$ cat config.mk
export PLATFORM = sky130hd
export DESIGN_NAME = rect_fill_writer
export DESIGN_NICKNAME = d
export VERILOG_FILES = /design/src/rtl/rect_fill_writer.sv
export SDC_FILE = /design/constraint.sdc
export NUM_CORES = 1
export LEC_CHECK = 0
export ABC_AREA = 1
export BUFFER_PORTS_ARGS = -buffer_cell sky130_fd_sc_hd__buf_2
export CORE_ASPECT_RATIO = 1.4
export CORE_MARGIN = 2
export CORE_UTILIZATION = 45
export CTS_BUF_LIST = sky130_fd_sc_hd__clkbuf_16
export CTS_CLUSTER_DIAMETER = 150
export DETAILED_ROUTE_END_ITERATION = 16
export GPL_ROUTABILITY_DRIVEN = 1
export PLACE_DENSITY = 0.72
export SYNTH_ARGS = -nofsm -noshare
export SYNTH_HDL_FRONTEND = slang
export SYNTH_SLANG_ARGS = --single-unit
export TNS_END_PERCENT = 30
$ cat constraint.sdc
create_clock -name vga_clk -period 2.8 [get_ports vga_clk]
set_input_delay 0.84 -clock vga_clk [delete_from_list [all_inputs] [get_ports vga_clk]]
set_output_delay 0.84 -clock vga_clk [all_outputs]
set_load 0.005 [all_outputs]
$ cat src/rtl/rect_fill_writer.sv
// Rectangle-fill write engine for the 640x480x12 framebuffer: accepts a fill
// command, clips it to the visible area and writes it pixel by pixel, row-major.
module rect_fill_writer #(
    parameter int H_RES   = 640,
    parameter int V_RES   = 480,
    parameter int ADDR_W  = 19,
    parameter int COLOR_W = 12
) (
    input  logic               vga_clk,
    input  logic               clrn,
    input  logic               cmd_valid,
    output logic               cmd_ready,
    input  logic [9:0]         cmd_x,
    input  logic [8:0]         cmd_y,
    input  logic [9:0]         cmd_w,
    input  logic [8:0]         cmd_h,
    input  logic [COLOR_W-1:0] cmd_color,
    output logic               wr_en,
    output logic [ADDR_W-1:0]  wr_addr,
    output logic [COLOR_W-1:0] wr_data,
    input  logic               wr_grant,
    output logic               busy,
    output logic               done
);

    typedef enum logic [1:0] {IDLE, SETUP, FILL, DONE} state_t;

    localparam logic [10:0]       H_LIM  = 11'(H_RES);
    localparam logic [9:0]        V_LIM  = 10'(V_RES);
    localparam logic [ADDR_W-1:0] H_STEP = ADDR_W'(H_RES);
    localparam logic [ADDR_W-1:0] A_ONE  = ADDR_W'(1);

    // Start address of a line; the common 640-wide case is two shifts and an add.
    function automatic logic [ADDR_W-1:0] row_base(input logic [8:0] y);
        logic [ADDR_W-1:0] ye;
        ye = ADDR_W'(y);
        if (H_RES == 640) begin
            return (ye << 9) + (ye << 7);
        end else begin
            return ye * H_STEP;
        end
    endfunction

    state_t               state_r, state_s;
    logic [9:0]           x_r, x_s, w_r, w_s, x_end_r, x_end_s, col_r, col_s;
    logic [8:0]           y_r, y_s, h_r, h_s, y_end_r, y_end_s, row_r, row_s;
    logic [COLOR_W-1:0]   color_r, color_s, wr_data_s;
    logic [ADDR_W-1:0]    line_base_r, line_base_s, wr_addr_s, base_s;
    logic                 wr_en_s, busy_s, done_s;
    logic [10:0]          x_sum_s, x_lim_s;
    logic [9:0]           y_sum_s, y_lim_s;
    logic                 empty_s;
    logic [9:0]           clip_x_end_s;
    logic [8:0]           clip_y_end_s;

    assign cmd_ready = (state_r == IDLE);

    // Clip geometry of the latched command; sums are one bit wider so they cannot wrap.
    assign x_sum_s      = {1'b0, x_r} + {1'b0, w_r};
    assign y_sum_s      = {1'b0, y_r} + {1'b0, h_r};
    assign x_lim_s      = (x_sum_s > H_LIM) ? H_LIM : x_sum_s;
    assign y_lim_s      = (y_sum_s > V_LIM) ? V_LIM : y_sum_s;
    assign clip_x_end_s = 10'(x_lim_s - 11'd1);
    assign clip_y_end_s = 9'(y_lim_s - 10'd1);
    assign empty_s      = (w_r == 10'd0) || (h_r == 9'd0) ||
                          ({1'b0, x_r} >= H_LIM) || ({1'b0, y_r} >= V_LIM);
    assign base_s       = row_base(y_r);

    // Next-state and next-register logic for the whole engine.
    always_comb begin
        state_s     = state_r;
        x_s         = x_r;
        y_s         = y_r;
        w_s         = w_r;
        h_s         = h_r;
        color_s     = color_r;
        x_end_s     = x_end_r;
        y_end_s     = y_end_r;
        col_s       = col_r;
        row_s       = row_r;
        line_base_s = line_base_r;
        wr_en_s     = wr_en;
        wr_addr_s   = wr_addr;
        wr_data_s   = wr_data;
        busy_s      = busy;
        done_s      = 1'b0;
        case (state_r)
            IDLE: begin
                if (cmd_valid) begin
                    x_s     = cmd_x;
                    y_s     = cmd_y;
                    w_s     = cmd_w;
                    h_s     = cmd_h;
                    color_s = cmd_color;
                    busy_s  = 1'b1;
                    state_s = SETUP;
                end else begin
                    busy_s  = 1'b0;
                end
            end
            SETUP: begin
                if (empty_s) begin
                    done_s  = 1'b1;
                    state_s = DONE;
                end else begin
                    x_end_s     = clip_x_end_s;
                    y_end_s     = clip_y_end_s;
                    col_s       = x_r;
                    row_s       = y_r;
                    line_base_s = base_s;
                    wr_addr_s   = base_s + ADDR_W'(x_r);
                    wr_data_s   = color_r;
                    wr_en_s     = 1'b1;
                    state_s     = FILL;
                end
            end
            FILL: begin
                // Address and data hold while the arbiter withholds the grant.
                if (wr_grant) begin
                    if (col_r != x_end_r) begin
                        col_s     = col_r + 10'd1;
                        wr_addr_s = wr_addr + A_ONE;
                    end else if (row_r != y_end_r) begin
                        row_s       = row_r + 9'd1;
                        col_s       = x_r;
                        line_base_s = line_base_r + H_STEP;
                        wr_addr_s   = line_base_r + H_STEP + ADDR_W'(x_r);
                    end else begin
                        wr_en_s = 1'b0;
                        done_s  = 1'b1;
                        state_s = DONE;
                    end
                end else begin
                    wr_en_s = 1'b1;
                end
            end
            DONE: begin
                busy_s  = 1'b0;
                state_s = IDLE;
            end
            default: begin
                wr_en_s = 1'b0;
                busy_s  = 1'b0;
                state_s = IDLE;
            end
        endcase
    end

    // State, datapath and registered outputs; all clear asynchronously.
    always_ff @(posedge vga_clk or negedge clrn) begin
        if (!clrn) begin
            state_r     <= IDLE;
            x_r         <= 10'd0;
            y_r         <= 9'd0;
            w_r         <= 10'd0;
            h_r         <= 9'd0;
            color_r     <= '0;
            x_end_r     <= 10'd0;
            y_end_r     <= 9'd0;
            col_r       <= 10'd0;
            row_r       <= 9'd0;
            line_base_r <= '0;
            wr_en       <= 1'b0;
            wr_addr     <= '0;
            wr_data     <= '0;
            busy        <= 1'b0;
            done        <= 1'b0;
        end else begin
            state_r     <= state_s;
            x_r         <= x_s;
            y_r         <= y_s;
            w_r         <= w_s;
            h_r         <= h_s;
            color_r     <= color_s;
            x_end_r     <= x_end_s;
            y_end_r     <= y_end_s;
            col_r       <= col_s;
            row_r       <= row_s;
            line_base_r <= line_base_s;
            wr_en       <= wr_en_s;
            wr_addr     <= wr_addr_s;
            wr_data     <= wr_data_s;
            busy        <= busy_s;
            done        <= done_s;
        end
    end

endmodule

==> impl_metrics.json <==
{
  "ant_nets": 0,
  "crit_type": "flip-flop to flip-flop",
  "numCtsBuffers": 17,
  "drt_iter0_markers": 406,
  "fin_ws_ns": 0.0556,
  "r2r_end": "y_end_r[6]$_DFFE_PN0P_",
  "status": "finished, final reports clean",
  "start_util": 0.459,
  "htree_num_levels": 4,
  "yosys_warnings": 0,
  "layout-drive-gt1-share": 0.224,
  "gr-usage-all-layers": 0.219,
  "rsz0062_at_grt": "true",
  "worstPathMaxFanout": 5,
  "netlist_area_um2": 9110,
  "ys_ff_latch": 136,
  "drv_cap": 0,
  "dieArea_um2": 21400,
  "period_share": 0.980,
  "layout.nets": 1424,
  "grt.busiest_layer": "met2",
  "vias": 8391,
  "rrSetupSlack_ns": 0.06,
  "cts_tree": "done",
  "pin_count": 89,
  "worstRegToRegCells": 20,
  "setup-tns-final_ns": 0,
  "grt_use_met1": 0.262,
  "route.detailed.drc": 0,
  "end_kind": "flip-flop",
  "gp_congestion": 0.912,
  "grt_pass1_wl_um": 38200,
  "hold_viol": 0,
  "fmax_ghz": 0.364,
  "cp-startpoint": "h_r[0]$_DFFE_PN0P_",
  "hp-class": "input pin to async pin",
  "antenna_cells": 0,
  "avgRoutedWirePerCell_um": 14.6,
  "io_buffers": 88,
  "ys_async_sr_fraction": 1.00,
  "cp.required_ns": 3.12,
  "grt.met3_usage": 0.0393,
  "synth_seq_area_share": 0.374,
  "synth_nets": 1298,
  "yosysUniqueCellTypes": 49,
  "synth_top_flop_cell": "dfrtp_1",
  "finalClockSkew_ns": 0.00843,
  "place_ws_ns": -0.0718,
  "avgSynthCellArea_um2": 7.60,
  "routed_via_density": 5.28,
  "antenna_found_initial": 0,
  "start_kind": "flip-flop",
  "r2r_start": "h_r[0]$_DFFE_PN0P_",
  "drt-total-wl_um": 23300,
  "placementRows": 61,
  "overflow": 0,
  "drv_slew": 0,
  "fin_crit_ns": 2.74,
  "grt_max_degree": 53,
  "area_growth_pct": 20.3,
  "fp.dieW_um": 124,
  "cts-root-buf": "clkbuf_16",
  "synth_edf_count": 0,
  "grtUsageMet2": 0.387,
  "clk_pin_slew_ns": 0.06,
  "critPathArrivalTime_ns": 3.06,
  "drtPass1Iterations": 5,
  "syn_inst": 1198,
  "relSlewSlack": 0.603,
  "tightest_slew_ns": 0.593,
  "setup_viol": 0,
  "clock_latency_ns": 0.43,
  "clockBufferDepth": 2,
  "grt_pass1_vias": 8079,
  "cts.sinks": 136,
  "dp_hpwl_um": 17100,
  "core_region_area_um2": 19800,
  "die_h_um": 172
}
repair_timing:
item                                    CTS  global route
buffers inserted                          1            10
pin swaps                                 2            22
endpoints found under the setup margin    8            14
resized for setup                         4            54
hold buffers                              0             0
metal layers:
layer / vias up / routed length, um
met5: - / 0
met4: 0 / 769
met3: 60 / 974
met2: 212 / 11600
met1: 3937 / 9920
li1: 4182 / -
state kept, by name, indices dropped and copies added, names as in the netlist, 9 cells and up:
name / count
h_r: 9
x_end_r: 10
row_r: 9
y_end_r: 9
wr_addr: 19
col_r: 10
wr_data: 12
w_r: 10
y_r: 9
line_base_r: 12
x_r: 10
color_r: 12
layout make-up:
class / instances / area [um^2]
fillers: 1833 / 8890
multi-input cells: 885 / 5210
flip-flops and latches: 136 / 3410
repair buffers: 141 / 886
inverters: 143 / 544
clock buffers: 17 / 425
well taps: 252 / 315
clock inverters: 15 / 161
worst max-delay path, stage by stage (launching register included):
cell	delay [ns]
dfrtp_1	0.36
ha_2	0.20
inv_2	0.04
fa_2	0.52
inv_2	0.04
or2_4	0.23
nor2_4	0.09
nand3_2	0.09
nor2_2	0.15
nor2_2	0.06
nand3_2	0.09
nand2_2	0.08
inv_4	0.09
nand2_4	0.06
ha_4	0.17
nand2_4	0.08
nor2_4	0.05
nand2_1	0.08
nand2_1	0.05
nand3_1	0.06
nand2_1	0.05
synthesized netlist by cell type, drive strengths merged (5+ instances only):
| cell type | number | area, um^2 |
|---|---|---|
| nor3 | 15 | 86.3 |
| mux2 | 43 | 484 |
| nand2 | 329 | 1260 |
| nor2 | 109 | 449 |
| ha | 42 | 526 |
| a21oi | 46 | 257 |
| xnor2 | 11 | 96.3 |
| nand3 | 78 | 400 |
| inv | 143 | 537 |
| o211ai | 17 | 128 |
| dfrtp | 136 | 3400 |
| o21ai | 83 | 427 |
| buf | 14 | 86.3 |
| xor2 | 39 | 349 |
| or2 | 5 | 31.3 |
| clkbuf | 20 | 75.1 |
| nand4 | 22 | 138 |
| a31oi | 14 | 87.6 |
metrics by stage:
stage | utilization | area, um^2 | std cells | hold WS (ns)
after floorplan | - | 9110 | 1198 | 0.436
after global placement | 0.507 | 10100 | 1546 | 0.445
after detailed placement | 0.507 | 10100 | 1546 | 0.460
after CTS | 0.538 | 10700 | 1579 | 0.308
after global routing | 0.552 | 11000 | 1589 | 0.333
final | 0.552 | 11000 | 1589 | 0.299
placed cells by master (no fill, tap or decap), types with 3 or more instances in the layout:
| cell type | n |
|---|---|
| nand2_1 | 313 |
| dfrtp_1 | 134 |
| inv_1 | 131 |
| nor2_1 | 94 |
| buf_2 | 87 |
| nand3_1 | 74 |
| o21ai_0 | 66 |
| buf_4 | 49 |
| mux2_2 | 43 |
| a21oi_1 | 39 |
| xor2_1 | 37 |
| ha_1 | 28 |
| nand4_1 | 22 |
| o211ai_1 | 17 |
| clkbuf_16 | 17 |
| a31oi_1 | 14 |
| o21ai_1 | 14 |
| nor3_1 | 13 |
| nand2_2 | 12 |
| inv_2 | 11 |
| nor2_2 | 11 |
| xnor2_1 | 10 |
| ha_2 | 7 |
| ha_4 | 7 |
| a21oi_2 | 6 |
| clkinvlp_4 | 5 |
| nand3_2 | 4 |
| nand2_4 | 4 |
| nor2_4 | 4 |
| nor4_1 | 4 |
| o22ai_1 | 4 |
| inv_4 | 3 |
| o21ai_2 | 3 |
| bufinv_16 | 3 |
| buf_12 | 3 |
how the worst max path moves through the flow:
stage	slack [ns]	end	depth (start not counted)
after floorplan	0.02	x_end_r[8]$_DFFE_PN0P_	20
after global placement	-0.04	wr_addr[17]$_DFFE_PN0P_	15
after detailed placement	-0.07	y_end_r[6]$_DFFE_PN0P_	20
after CTS	-0.003	y_end_r[6]$_DFFE_PN0P_	20
after global routing	-0.11	x_end_r[6]$_DFFE_PN0P_	20
final	0.06	y_end_r[6]$_DFFE_PN0P_	20
cell families after synthesis:
family	Yosys count	share of synthesized area
simple gates	568	0.267
compound gates	178	0.114
buf+inv	177	0.0767
flops	136	0.374
xor+xnor	50	0.0489
fa+ha+maj	46	0.0665
mux	43	0.0532
Power is not shown: default switching activity piles up to over one toggle a cycle in this logic, so the estimate is an artifact.
